`config.mk`:
```
export PLATFORM = sky130hd
export DESIGN_NAME = ysyx_23060203_idu_stage_flat
export DESIGN_NICKNAME = d
export VERILOG_FILES = /design/src/rtl/ysyx_23060203_idu_stage_if.sv /design/src/rtl/ysyx_23060203_idu_stage.sv /design/src/flat_wrapper.sv
export SDC_FILE = /design/constraint.sdc
export NUM_CORES = 1
export LEC_CHECK = 0
export ABC_AREA = 1
export CAP_MARGIN = 20
export CORE_AREA = 8 8 151 153
export CTS_CLUSTER_SIZE = 12
export DETAILED_ROUTE_END_ITERATION = 12
export DIE_AREA = 0 0 159 161
export HOLD_SLACK_MARGIN = 0.03
export PLACE_DENSITY = 0.77
export SYNTH_ARGS = -nofsm -noshare
export SYNTH_HDL_FRONTEND = slang
export SYNTH_SLANG_ARGS = --single-unit
```
`constraint.sdc`:
```
create_clock -name clock -period 2.7 [get_ports clock]
set_input_delay 0.27 -clock clock [delete_from_list [all_inputs] [get_ports clock]]
set_output_delay 0.27 -clock clock [all_outputs]
set_load 0.02 [all_outputs]
```
`src/rtl/ysyx_23060203_idu_stage_if.sv`:
```
// ysyx_23060203_idu_stage_if: fetch-in, EXU-out, flush and writeback signals of the decode stage.
// master drives the stage inputs (fetch/EXU/writeback side), slave is the decode stage itself.
interface ysyx_23060203_idu_stage_if;
    logic        in_valid;
    logic        in_ready;
    logic [31:0] in_pc;
    logic [31:0] in_inst;
    logic        flush;
    logic        wb_valid;
    logic [4:0]  wb_rd;
    logic        out_valid;
    logic        out_ready;
    logic [31:0] out_pc;
    logic [31:0] out_inst;
    logic [4:0]  out_rs1;
    logic [4:0]  out_rs2;
    logic [4:0]  out_rd;
    logic [31:0] out_imm;
    logic [2:0]  out_fmt;
    logic        out_wen;
    logic        out_illegal;
    modport master (
        output in_valid, in_pc, in_inst, flush, wb_valid, wb_rd, out_ready,
        input  in_ready, out_valid, out_pc, out_inst, out_rs1, out_rs2, out_rd,
               out_imm, out_fmt, out_wen, out_illegal
    );
    modport slave (
        input  in_valid, in_pc, in_inst, flush, wb_valid, wb_rd, out_ready,
        output in_ready, out_valid, out_pc, out_inst, out_rs1, out_rs2, out_rd,
               out_imm, out_fmt, out_wen, out_illegal
    );
endinterface

```
`src/rtl/ysyx_23060203_idu_stage.sv`:
```
// ysyx_23060203_idu_stage: RV32I decode into a registered uop with a per-register pending-write scoreboard.
// Define IDU_RVE_EN for RV32E: 16 registers, any used register field with bit4 set decodes as illegal.
module ysyx_23060203_idu_stage #(
    parameter int SB_CNT_W = 2,
    parameter int NR_REG   = 32
) (
    input logic clock,
    input logic reset,
    ysyx_23060203_idu_stage_if.slave bus
);
`ifdef IDU_RVE_EN
    localparam int REG_N = 16;
`else
    localparam int REG_N = NR_REG;
`endif
    localparam int AW = $clog2(REG_N);
    typedef enum logic [2:0] {F_R, F_I, F_S, F_B, F_U, F_J, F_SYS, F_ILL} fmt_e;
    function automatic logic uses_rs1(fmt_e f);
        return f inside {F_R, F_I, F_S, F_B, F_SYS};
    endfunction
    function automatic logic uses_rs2(fmt_e f);
        return f inside {F_R, F_S, F_B};
    endfunction
    function automatic logic writes_rd(fmt_e f);
        return f inside {F_R, F_I, F_U, F_J, F_SYS};
    endfunction
    logic                valid_q, valid_d, wen_q, wen_d;
    logic [31:0]         pc_q, inst_q, imm_q, imm_d;
    fmt_e                fmt_q, fmt_d;
    logic [SB_CNT_W-1:0] cnt_q [REG_N];
    logic [REG_N-1:0]    inc, dec;
    logic                hazard, out_valid, out_fire, in_ready, in_fire;
    wire  [31:0]         inst = bus.in_inst;
    wire  [2:0]          f3 = inst[14:12];
    wire  [6:0]          f7 = inst[31:25];
    always_comb begin
        case (inst[6:0])
            7'b0110111, 7'b0010111: fmt_d = F_U;
            7'b1101111: fmt_d = F_J;
            7'b1100111: fmt_d = f3 == 3'b000 ? F_I : F_ILL;
            7'b1100011: fmt_d = (f3 == 3'b010 || f3 == 3'b011) ? F_ILL : F_B;
            7'b0000011: fmt_d = (f3 == 3'b011 || f3 == 3'b110 || f3 == 3'b111) ? F_ILL : F_I;
            7'b0100011: fmt_d = f3 <= 3'b010 ? F_S : F_ILL;
            7'b0010011: fmt_d = ((f3 == 3'b001 && f7 != 7'b0) ||
                                 (f3 == 3'b101 && f7 != 7'b0 && f7 != 7'b0100000)) ? F_ILL : F_I;
            7'b0110011: fmt_d = (f7 == 7'b0 || (f7 == 7'b0100000 && (f3 == 3'b000 || f3 == 3'b101))) ? F_R : F_ILL;
            7'b0001111: fmt_d = f3 <= 3'b001 ? F_I : F_ILL;
            7'b1110011: fmt_d = f3 == 3'b100 ? F_ILL : F_SYS;
            default:    fmt_d = F_ILL;
        endcase
`ifdef IDU_RVE_EN
        if ((uses_rs1(fmt_d) && inst[19]) || (uses_rs2(fmt_d) && inst[24]) || (writes_rd(fmt_d) && inst[11]))
            fmt_d = F_ILL;
`endif
        wen_d = writes_rd(fmt_d) && inst[11:7] != 5'd0;
        imm_d = fmt_d inside {F_I, F_SYS} ? {{20{inst[31]}}, inst[31:20]} :
                fmt_d == F_S ? {{20{inst[31]}}, inst[31:25], inst[11:7]} :
                fmt_d == F_B ? {{19{inst[31]}}, inst[31], inst[7], inst[30:25], inst[11:8], 1'b0} :
                fmt_d == F_U ? {inst[31:12], 12'b0} :
                fmt_d == F_J ? {{11{inst[31]}}, inst[31], inst[19:12], inst[20], inst[30:21], 1'b0} : 32'd0;
    end
    // Legal uops never carry bit4 in RVE mode, so truncated indices stay in range.
    assign hazard = (uses_rs1(fmt_q) && inst_q[19:15] != 5'd0 && cnt_q[inst_q[15 +: AW]] != '0) ||
                    (uses_rs2(fmt_q) && inst_q[24:20] != 5'd0 && cnt_q[inst_q[20 +: AW]] != '0) ||
                    (wen_q && cnt_q[inst_q[7 +: AW]] == '1);
    assign out_valid = valid_q & ~hazard & ~bus.flush;
    assign out_fire  = out_valid & bus.out_ready;
    assign in_ready  = (~valid_q | out_fire) & ~bus.flush;
    assign in_fire   = bus.in_valid & in_ready;
    assign valid_d   = in_fire | (valid_q & ~out_fire & ~bus.flush);
    always_comb begin
        for (int r = 0; r < REG_N; r++) begin
            inc[r] = out_fire & wen_q & (inst_q[11:7] == 5'(r));
            dec[r] = bus.wb_valid & (bus.wb_rd == 5'(r)) & (r != 0) & (cnt_q[r] != '0);
        end
    end
    always_ff @(posedge clock or negedge reset) begin
        if (!reset) begin
            valid_q <= 1'b0;
            pc_q    <= '0;
            inst_q  <= '0;
            imm_q   <= '0;
            fmt_q   <= F_R;
            wen_q   <= 1'b0;
            for (int r = 0; r < REG_N; r++) cnt_q[r] <= '0;
        end else begin
            valid_q <= valid_d;
            if (in_fire) begin
                pc_q   <= bus.in_pc;
                inst_q <= bus.in_inst;
                imm_q  <= imm_d;
                fmt_q  <= fmt_d;
                wen_q  <= wen_d;
            end
            for (int r = 0; r < REG_N; r++) cnt_q[r] <= cnt_q[r] + SB_CNT_W'(inc[r]) - SB_CNT_W'(dec[r]);
        end
    end
    wb_to_idle_reg: assert property (@(posedge clock) disable iff (!reset)
        bus.wb_valid && bus.wb_rd != 5'd0 && int'(bus.wb_rd) < REG_N |-> cnt_q[bus.wb_rd[AW-1:0]] != '0);
    assign bus.in_ready    = in_ready;
    assign bus.out_valid   = out_valid;
    assign bus.out_pc      = pc_q;
    assign bus.out_inst    = inst_q;
    assign bus.out_rs1     = inst_q[19:15];
    assign bus.out_rs2     = inst_q[24:20];
    assign bus.out_rd      = inst_q[11:7];
    assign bus.out_imm     = imm_q;
    assign bus.out_fmt     = fmt_q;
    assign bus.out_wen     = wen_q;
    assign bus.out_illegal = fmt_q == F_ILL;
endmodule

```
`src/flat_wrapper.sv`:
```
// flat-port wrapper written by rule: the top's interface ports become plain ports
module ysyx_23060203_idu_stage_flat 
#(
    parameter int SB_CNT_W = 2,
    parameter int NR_REG   = 32
)
  (clock, reset, bus_in_valid, bus_in_pc, bus_in_inst, bus_flush, bus_wb_valid, bus_wb_rd, bus_out_ready, bus_in_ready, bus_out_valid, bus_out_pc, bus_out_inst, bus_out_rs1, bus_out_rs2, bus_out_rd, bus_out_imm, bus_out_fmt, bus_out_wen, bus_out_illegal);
  ysyx_23060203_idu_stage_if bus_i ();
  input logic clock;
  input logic reset;
  input wire logic [$bits(bus_i.in_valid)-1:0] bus_in_valid;
  input wire logic [$bits(bus_i.in_pc)-1:0] bus_in_pc;
  input wire logic [$bits(bus_i.in_inst)-1:0] bus_in_inst;
  input wire logic [$bits(bus_i.flush)-1:0] bus_flush;
  input wire logic [$bits(bus_i.wb_valid)-1:0] bus_wb_valid;
  input wire logic [$bits(bus_i.wb_rd)-1:0] bus_wb_rd;
  input wire logic [$bits(bus_i.out_ready)-1:0] bus_out_ready;
  output wire logic [$bits(bus_i.in_ready)-1:0] bus_in_ready;
  output wire logic [$bits(bus_i.out_valid)-1:0] bus_out_valid;
  output wire logic [$bits(bus_i.out_pc)-1:0] bus_out_pc;
  output wire logic [$bits(bus_i.out_inst)-1:0] bus_out_inst;
  output wire logic [$bits(bus_i.out_rs1)-1:0] bus_out_rs1;
  output wire logic [$bits(bus_i.out_rs2)-1:0] bus_out_rs2;
  output wire logic [$bits(bus_i.out_rd)-1:0] bus_out_rd;
  output wire logic [$bits(bus_i.out_imm)-1:0] bus_out_imm;
  output wire logic [$bits(bus_i.out_fmt)-1:0] bus_out_fmt;
  output wire logic [$bits(bus_i.out_wen)-1:0] bus_out_wen;
  output wire logic [$bits(bus_i.out_illegal)-1:0] bus_out_illegal;
  assign bus_i.in_valid = bus_in_valid;
  assign bus_i.in_pc = bus_in_pc;
  assign bus_i.in_inst = bus_in_inst;
  assign bus_i.flush = bus_flush;
  assign bus_i.wb_valid = bus_wb_valid;
  assign bus_i.wb_rd = bus_wb_rd;
  assign bus_i.out_ready = bus_out_ready;
  assign bus_in_ready = bus_i.in_ready;
  assign bus_out_valid = bus_i.out_valid;
  assign bus_out_pc = bus_i.out_pc;
  assign bus_out_inst = bus_i.out_inst;
  assign bus_out_rs1 = bus_i.out_rs1;
  assign bus_out_rs2 = bus_i.out_rs2;
  assign bus_out_rd = bus_i.out_rd;
  assign bus_out_imm = bus_i.out_imm;
  assign bus_out_fmt = bus_i.out_fmt;
  assign bus_out_wen = bus_i.out_wen;
  assign bus_out_illegal = bus_i.out_illegal;
  ysyx_23060203_idu_stage #(.SB_CNT_W(SB_CNT_W), .NR_REG(NR_REG)) u_core (.clock(clock), .reset(reset), .bus(bus_i));
endmodule
```
=== Word-level counts from Yosys, hierarchy flattened ===
Index checks and enable logic that the tools add are counted.

* Bits in registers: 165
* Bits of input ports: 75
* Output and inout port bits: 118

* Mux-type cells: 23
* Add/subtract/negate cells: 63
* Bitwise gates (word level): 111
* Reductions and logical operators: 65
* Equality and inequality tests: 94
* $lt $le $gt $ge: 5

{| class="wikitable"
|+ Operator list
! kind !! count
|-
| 5-bit equality test (second input constant) || 32
|-
| 32-bit two-way mux || 5
|-
| 1-bit bitwise AND || 102
|-
| 5-bit by 4-bit equality test with 1-bit output (second input constant) || 16
|-
| 2-bit nonzero test || 34
|-
| 2-bit by 1-bit adder with 2-bit output || 32
|-
| 2-bit by 1-bit subtractor with 2-bit output || 31
|-
| 5-bit by 3-bit equality test with 1-bit output (second input constant) || 8
|-
| 2-bit binary-select mux with 5-bit select || 3
|-
| 3-bit one-hot mux with 10 select lines || 1
|-
| 7-bit by 6-bit equality test with 1-bit output (second input constant) || 4
|-
| 7-bit equality test (second input constant) || 4
|-
| 3-bit equality test (second input constant) || 9
|-
| 5-bit nonzero test || 5
|-
| 3-bit two-way mux || 7
|-
| 5-bit by 2-bit equality test with 1-bit output (second input constant) || 4
|-
| 3-bit by 2-bit equality test with 1-bit output (second input constant) || 6
|-
| 6-bit greater-or-equal comparator (second input constant) || 3
|-
| 5-bit inverter with 6-bit output || 3
|-
| 7-bit by 5-bit equality test with 1-bit output (second input constant) || 2
|-
| 2-bit two-way mux || 6
|-
| 5-bit by 1-bit equality test with 1-bit output (second input constant) || 2
|-
| 1-bit logical AND || 10
|-
| 3-bit by 1-bit equality test with 1-bit output (second input constant) || 3
|-
| other kinds (16) || 29
|}

=== Depth between registers and ports, before layout ===
* Depth after elaboration: 16
* Depth in mapped cells: 20
* Mapped depth without buffers: 18

=== Worst setup path before layout ===
No wires, ideal clock.

* Kind: reg-to-reg
* From: reg u_core.inst_q[7] (netlist: u_core.bus.out_inst[7])
* To: reg u_core.cnt_q[9] in the netlist's numbering
* Path slack: -36 ps
* Arrival: 2657 ps
* Required time: 2621 ps
* Library setup time: 79 ps
* Stages on the path, launching flop included: 21
* Buffers on the path: 3
* Period minus slack after synthesis: 2736 ps
* Path through: dfrtp_1 -> buf_4 -> buf_6 -> nand2_1 -> nand2_1 -> nand2_1 -> nand2_1 -> nand2_1 -> nand2_1 -> inv_2 -> nand2_1 -> nand3_1 -> nand2_1 -> a21oi_1 -> and3_1 -> nand4_2 -> buf_2 -> nor2_1 -> ha_1 -> xnor2_1 -> xor2_1

* Cells in the longest elaborated chain, start to end: 15
* Elaborated cells on any way between the ends: 16
* Classes of those cells: add/sub (2); eq/ne (2); mux (3); bitwise (7); reduce/logical (2)

{| class="wikitable"
|+ RTL lines
! what !! RTL line !! source
|-
| from (decl) || ysyx_23060203_idu_stage.sv:28 || <nowiki>logic [31:0] pc_q, inst_q, imm_q, imm_d;</nowiki>
|-
| from (signal assigned) || ysyx_23060203_idu_stage.sv:90 || <nowiki>inst_q <= bus.in_inst;</nowiki>
|-
| 5-bit inverter with 6-bit output (not written as such) || ysyx_23060203_idu_stage.sv:65 || <nowiki>(wen_q && cnt_q[inst_q[7 +: AW]] == '1);</nowiki>
|-
| 2-bit binary-select mux with 5-bit select || ysyx_23060203_idu_stage.sv:65 ||
|-
| 2-bit two-way mux (not written as such) (2 in series) || ysyx_23060203_idu_stage.sv:65 ||
|-
| 2-bit equality test || ysyx_23060203_idu_stage.sv:65 ||
|-
| 1-bit logical AND || ysyx_23060203_idu_stage.sv:65 ||
|-
| 1-bit logical OR || ysyx_23060203_idu_stage.sv:64 || <nowiki>(uses_rs2(fmt_q) && inst_q[24:20] != 5'd0 && cnt_q[inst_q[20 +: AW]] != '0) ||</nowiki>
|-
| 1-bit inverter || ysyx_23060203_idu_stage.sv:66 || <nowiki>assign out_valid = valid_q & ~hazard & ~bus.flush;</nowiki>
|-
| 1-bit bitwise AND (2 in series) || ysyx_23060203_idu_stage.sv:66 ||
|-
| net bus_out_valid || flat_wrapper.sv:19 || <nowiki>output wire logic [$bits(bus_i.out_valid)-1:0] bus_out_valid;</nowiki>
|-
| 1-bit bitwise AND || ysyx_23060203_idu_stage.sv:67 || <nowiki>assign out_fire = out_valid & bus.out_ready;</nowiki>
|-
| 1-bit bitwise AND (2 in series) || ysyx_23060203_idu_stage.sv:73 || <nowiki>inc[r] = out_fire & wen_q & (inst_q[11:7] == 5'(r));</nowiki>
|-
| 2-bit by 1-bit adder with 2-bit output || ysyx_23060203_idu_stage.sv:95 || <nowiki>for (int r = 0; r < REG_N; r++) cnt_q[r] <= cnt_q[r] + SB_CNT_W'(inc[r]) - SB_CNT_W'(dec[r]);</nowiki>
|-
| 2-bit by 1-bit subtractor with 2-bit output || ysyx_23060203_idu_stage.sv:95 ||
|-
| to (decl) || ysyx_23060203_idu_stage.sv:30 || <nowiki>logic [SB_CNT_W-1:0] cnt_q [REG_N];</nowiki>
|}

The timed path passes the listed nets, and every way through them passes these cells. The select of a mux whose other input is x is not followed.
A chain may end at the register's enable or synchronous reset.

=== Worst setup path after layout ===
* From: reg u_core.inst_q[7] (netlist: u_core.bus.out_inst[7])
* To: out bus_in_ready

* Cells in the longest elaborated chain, start to end: 13

{| class="wikitable"
|+ RTL lines
! what !! RTL line !! source
|-
| 5-bit inverter with 6-bit output (not written as such) || ysyx_23060203_idu_stage.sv:65 ||
|-
| 2-bit binary-select mux with 5-bit select || ysyx_23060203_idu_stage.sv:65 ||
|-
| 2-bit two-way mux (not written as such) (2 in series) || ysyx_23060203_idu_stage.sv:65 ||
|-
| 2-bit equality test || ysyx_23060203_idu_stage.sv:65 ||
|-
| 1-bit logical AND || ysyx_23060203_idu_stage.sv:65 ||
|-
| 1-bit logical OR || ysyx_23060203_idu_stage.sv:64 ||
|-
| 1-bit inverter || ysyx_23060203_idu_stage.sv:66 ||
|-
| 1-bit bitwise AND (2 in series) || ysyx_23060203_idu_stage.sv:66 ||
|-
| 1-bit bitwise AND || ysyx_23060203_idu_stage.sv:67 ||
|-
| 1-bit OR || ysyx_23060203_idu_stage.sv:68 || <nowiki>assign in_ready = (~valid_q | out_fire) & ~bus.flush;</nowiki>
|-
| 1-bit bitwise AND || ysyx_23060203_idu_stage.sv:68 ||
|-
| to (decl) || flat_wrapper.sv:18 || <nowiki>output wire logic [$bits(bus_i.in_ready)-1:0] bus_in_ready;</nowiki>
|}

No other way between the ends. The select of a mux whose other input is x is not followed.

==> impl_metrics.xml <==
<?xml version="1.0" encoding="UTF-8"?>
<metrics>
  <group name="outcome">
    <metric name="outcome" unit="">finished, violations left</metric>
    <metric name="failed_checks" unit="">negative setup slack</metric>
  </group>
  <group name="detailed_routing">
    <metric name="dr_total_vias" unit="">11000</metric>
    <metric name="drc" unit="">0</metric>
    <metric name="drt_pre_antenna_iters" unit="">6</metric>
    <metric name="antenna_left" unit="">0</metric>
    <metric name="drt_wl_total" unit="µm">36300</metric>
    <metric name="drt-initial-drc-count" unit="">1058</metric>
    <metric name="viasPerCell" unit="">5.61</metric>
    <metric name="routedWlPerCell" unit="µm">18.4</metric>
  </group>
  <group name="sta">
    <metric name="fin_worst_skew" unit="ns">0.0176</metric>
    <metric name="worst_slew_margin_rel" unit="%">41.4</metric>
    <metric name="timing_hold_violations_final" unit="">0</metric>
    <metric name="final-max-slew-violation-count" unit="">0</metric>
    <metric name="fmax" unit="MHz">362</metric>
    <metric name="finalCritPeriodShare" unit="%">102</metric>
    <metric name="setup_violations" unit="">43</metric>
    <metric name="fin_ws" unit="ns">-0.0616</metric>
    <metric name="finalCriticalPeriod" unit="ns">2.76</metric>
    <metric name="worst_slew_pin_slew" unit="ns">0.879</metric>
    <metric name="unrepaired_setup_endpoints_after_global_routing" unit="">yes</metric>
  </group>
  <group name="global_routing">
    <metric name="grt_use_met1" unit="%">31.6</metric>
    <metric name="grt_pass1_wl" unit="µm">55400</metric>
    <metric name="maximum_number_of_pins_on_one_net_before_global_route_repair" unit="">101</metric>
    <metric name="grt_overflow" unit="">0</metric>
    <metric name="grt_pass1_vias" unit="">10700</metric>
    <metric name="antenna_violations_before_repair" unit="">0</metric>
    <metric name="global_route.usage.total" unit="%">26.5</metric>
    <metric name="global_route.usage.met2" unit="%">44.4</metric>
    <metric name="gr-usage-met3" unit="%">6.82</metric>
    <metric name="grt_most_used_layer" unit="">met2</metric>
  </group>
  <group name="clock_tree">
    <metric name="tritoncts.num_buffers" unit="">17</metric>
    <metric name="path_clk_slew" unit="ns">0.07</metric>
    <metric name="cts-root-buf" unit="">sky130_fd_sc_hd__clkbuf_16</metric>
    <metric name="htree_num_levels" unit="">4</metric>
    <metric name="tritoncts_num_sinks" unit="">165</metric>
    <metric name="cts_tree" unit="">done</metric>
    <metric name="clk-insertion-delay-late" unit="ns">0.45</metric>
    <metric name="cts_max_path_buffers" unit="">2</metric>
  </group>
  <group name="pwr">
    <metric name="power.static_leakage" unit="nW">7.24</metric>
    <metric name="clkPwrFrac" unit="%">23.6</metric>
    <metric name="share_seq_of_total_power" unit="%">33.7</metric>
    <metric name="net-switching-power" unit="mW">4.47</metric>
    <metric name="swShare" unit="%">41.2</metric>
    <metric name="internal_power" unit="mW">6.37</metric>
    <metric name="comb_power_share" unit="%">42.8</metric>
    <metric name="peakVddDrop" unit="mV">0.510</metric>
    <metric name="power-per-cell-area" unit="nW/µm²">755</metric>
  </group>
  <group name="critical_path">
    <metric name="reg2reg_depth" unit="">21</metric>
    <metric name="timing.critical_path.required" unit="ns">2.43</metric>
    <metric name="endpoint" unit="">bus_in_ready</metric>
    <metric name="setup.worst_path.end_class" unit="">primary output</metric>
    <metric name="r2r-end" unit="">u_core.bus.out_imm[1]</metric>
    <metric name="timing.critical_path.mode_cell" unit="">sky130_fd_sc_hd__nand2_1</metric>
    <metric name="critical_path.max_fanout" unit="">7</metric>
    <metric name="setup_slack_of_the_worst_register_to_register_path" unit="ns">-0.05</metric>
    <metric name="worstSetupStartpoint" unit="">u_core.bus.out_inst[7]</metric>
    <metric name="critical-path-top-delay-family" unit="">simple AND/OR/NAND/NOR gates</metric>
    <metric name="slowest_stage" unit="">sky130_fd_sc_hd__dfrtp_2</metric>
    <metric name="worstPathArrival" unit="ns">2.49</metric>
    <metric name="worst_r2r_startpoint" unit="">u_core.bus.out_inst[7]</metric>
    <metric name="crit_path_cell_trace" unit="">buf_8 &gt; buf_6 &gt; nand2_2 &gt; o21ai_2 &gt; nand2_1 &gt; nand2_1 &gt; nand2_1 &gt; nand2_1 &gt; inv_1 &gt; nand2_1 &gt; nand3_2 &gt; nand2_4 &gt; a21oi_4 &gt; nand4_1 &gt; a21oi_2 &gt; buf_6</metric>
    <metric name="worst_path_largest_cell_delay" unit="ns">0.48</metric>
    <metric name="critical_path_buf_inv_count" unit="">4</metric>
    <metric name="worstSetupStartpointType" unit="">register</metric>
    <metric name="cp_num_cells" unit="">16</metric>
    <metric name="setup.worst_path.class" unit="">reg -&gt; out</metric>
  </group>
  <group name="yosys">
    <metric name="synth_simple_gate_area_share" unit="%">35.0</metric>
    <metric name="synth-async-reset-ratio" unit="%">100</metric>
    <metric name="postSynthRegisterBits" unit="">165</metric>
    <metric name="syn_area_per_cell" unit="µm²">7.35</metric>
    <metric name="netlist-cell-type-count" unit="">35</metric>
    <metric name="synthesis.area" unit="µm²">10800</metric>
    <metric name="yosysTopAreaCell" unit="">sky130_fd_sc_hd__dfrtp_1</metric>
    <metric name="synth.area.mux_share" unit="%">0</metric>
    <metric name="synth_common_cells" unit="">sky130_fd_sc_hd__nand2_1 (501), sky130_fd_sc_hd__dfrtp_1 (165), sky130_fd_sc_hd__inv_1 (134)</metric>
    <metric name="ys.flop_type" unit="">sky130_fd_sc_hd__dfrtp_1</metric>
    <metric name="syn_inst" unit="">1464</metric>
    <metric name="synth.yosys.warnings" unit="">0</metric>
    <metric name="adder_cell_area_share_of_the_yosys_netlist" unit="%">7.32</metric>
    <metric name="synth_top_family_by_area" unit="">simple AND/OR/NAND/NOR gates</metric>
    <metric name="synth_enable_flop_cells" unit="">0</metric>
    <metric name="yosysMostFrequentCell" unit="">sky130_fd_sc_hd__nand2_1</metric>
    <metric name="seq_area_frac_synth" unit="%">38.4</metric>
    <metric name="synth.net_count" unit="">1602</metric>
    <metric name="synth-xor-area-share" unit="%">5.13</metric>
    <metric name="synth-compound-area-share" unit="%">4.32</metric>
    <metric name="synth_area_leaders" unit="">sky130_fd_sc_hd__dfrtp_1 (38%), sky130_fd_sc_hd__nand2_1 (17%), sky130_fd_sc_hd__ha_1 (7.3%)</metric>
    <metric name="synth_top_area_share" unit="%">38.4</metric>
  </group>
  <group name="die">
    <metric name="core_area" unit="µm²">20600</metric>
    <metric name="io_pins" unit="">193</metric>
    <metric name="initial_core_util" unit="%">52.4</metric>
    <metric name="x_dimension_of_the_die" unit="µm">159</metric>
    <metric name="rows" unit="">53</metric>
    <metric name="die_h" unit="µm">161</metric>
    <metric name="die_area" unit="µm²">25600</metric>
  </group>
  <group name="layout">
    <metric name="area_growth" unit="%">33.5</metric>
    <metric name="final_layout_size_suffix_gt1_share" unit="%">12.3</metric>
    <metric name="n_antenna_cell" unit="">0</metric>
    <metric name="finalNetCount" unit="">1818</metric>
    <metric name="layout.cells.non_filler" unit="">1968</metric>
    <metric name="finish.utilization" unit="%">69.9</metric>
  </group>
  <group name="place">
    <metric name="detailed_place_hpwl" unit="µm">25600</metric>
    <metric name="gp_routability_congestion" unit="">0.951</metric>
    <metric name="placedCellCount" unit="">1918</metric>
    <metric name="port-buffer-count" unit="">192</metric>
  </group>
  <group name="hold_path">
    <metric name="hp-class" unit="">in -&gt; reg</metric>
  </group>
  <group name="flow_run">
    <metric name="timing.max_cap.violations" unit="">0</metric>
  </group>
</metrics>
## power by group through the flow
stage / registers, mW / logic (mW) / clock network [mW]
2_1_floorplan: 3.88 / 2.32 / 0
3_3_place_gp: 3.65 / 4.21 / 0
3_5_place_dp: 3.66 / 4.35 / 0
4_1_cts: 3.63 / 4.40 / 2.59
5_1_grt: 3.73 / 5.09 / 2.69
6_report: 3.66 / 4.64 / 2.56
## through the flow
stage	worst slack (ns)	power [mW]	hold slack, ns	TNS [ns]	instance area [µm²]
final	-0.0616	10.8	0.231	-1.11	14400
after global routing	-0.207	11.5	0.254	-14.45	14400
after CTS	0.0293	10.6	0.267	0	13900
after detailed placement	-0.0939	8.01	0.301	-0.451	13200
after global placement	-0.0597	7.87	0.296	-0.0597	13200
after floorplan	0.0544	6.21	-0.0256	0	10800
## cells by family (layout without fill, tap and decap cells)
group | count (synthesis) | after routing
AO/OA/AOI/OAI | 83 | 83
XOR/XNOR | 63 | 63
adder cells (fa/ha/maj) | 63 | 63
buffers and inverters | 232 | 460
flip-flops | 165 | 165
AND/OR/NAND/NOR | 858 | 859
## worst min path at each step
stage / startpoint / end / cells after the start
2_1_floorplan: reset / u_core.bus.out_fmt[0] / 0
3_3_place_gp: reset / u_core.cnt_q[4] / 1
3_5_place_dp: reset / u_core.cnt_q[5] / 1
4_1_cts: bus_in_valid / u_core.valid_q / 3
5_1_grt: bus_in_valid / u_core.bus.out_inst[9] / 4
6_report: bus_in_valid / u_core.bus.out_inst[9] / 4
## worst min-delay path, delay by kind of cell
family / cells / cell delay, ns
buf+inv: 1 / 0.16
simple gates: 3 / 0.21
## flip-flops by register name, summed over array words and instances, names as in the netlist
signal               count
u_core.bus.out_inst     32
u_core.cnt_q            64
u_core.bus.out_pc       32
u_core.bus.out_wen       1
u_core.bus.out_fmt       3
u_core.bus.out_imm      32
u_core.valid_q           1
## cells in the final DEF (no fill, tap or decap), types with 2 or more instances in the layout
cell,netlist,final
sky130_fd_sc_hd__nand2_1,501,496
sky130_fd_sc_hd__clkdlybuf4s50_1,0,188
sky130_fd_sc_hd__dfrtp_1,165,164
sky130_fd_sc_hd__inv_1,134,133
sky130_fd_sc_hd__nand4_1,115,115
sky130_fd_sc_hd__nor2_1,123,101
sky130_fd_sc_hd__nand3_1,69,66
sky130_fd_sc_hd__buf_4,28,65
sky130_fd_sc_hd__xnor2_1,57,53
sky130_fd_sc_hd__ha_1,63,53
sky130_fd_sc_hd__o21ai_0,28,28
sky130_fd_sc_hd__clkbuf_16,0,22
sky130_fd_sc_hd__a21oi_1,23,21
sky130_fd_sc_hd__nor3_1,21,21
sky130_fd_sc_hd__o211ai_1,19,19
sky130_fd_sc_hd__nor2_2,1,16
sky130_fd_sc_hd__nor2_4,4,11
sky130_fd_sc_hd__o21ai_1,12,10
sky130_fd_sc_hd__buf_12,0,9
sky130_fd_sc_hd__inv_2,8,8
sky130_fd_sc_hd__buf_6,7,8
sky130_fd_sc_hd__nand2_2,4,7
sky130_fd_sc_hd__inv_8,0,7
sky130_fd_sc_hd__xor2_1,6,6
sky130_fd_sc_hd__ha_2,0,6
sky130_fd_sc_hd__nand2_4,3,5
sky130_fd_sc_hd__or2_2,5,5
sky130_fd_sc_hd__nand3_2,2,4
sky130_fd_sc_hd__xnor2_2,0,4
sky130_fd_sc_hd__nand3_4,2,4
sky130_fd_sc_hd__ha_4,0,4
sky130_fd_sc_hd__inv_6,0,3
sky130_fd_sc_hd__clkinv_1,3,3
sky130_fd_sc_hd__buf_8,0,3
sky130_fd_sc_hd__o21ai_2,0,2
sky130_fd_sc_hd__nor4_1,2,2
sky130_fd_sc_hd__clkinv_8,0,2
sky130_fd_sc_hd__buf_2,20,2
## layout make-up
cell class	instances	area, µm²
sequential	165	4130
timing repair buffer	282	2860
fill	1728	6190
tap	275	344
multi-input combinational	1068	5860
clock inverter	14	175
clock buffer	18	439
inverter	146	556
## repair_timing
item,CTS,global route
gates cloned,0,7
pin swaps,1,21
endpoints found under the setup margin,30,146
hold buffers,1,0
endpoints found under the hold margin,56,0
resized for setup,20,69
setup buffers,1,9
## metal layers
metal  up-vias  routed length (µm)
met2       553               17600
met3       128                3110
met4         0                1680
met1      5213               13900
li1       5152                   -
met5         -                   0
Note: power is estimated with default switching activity, not from simulation.
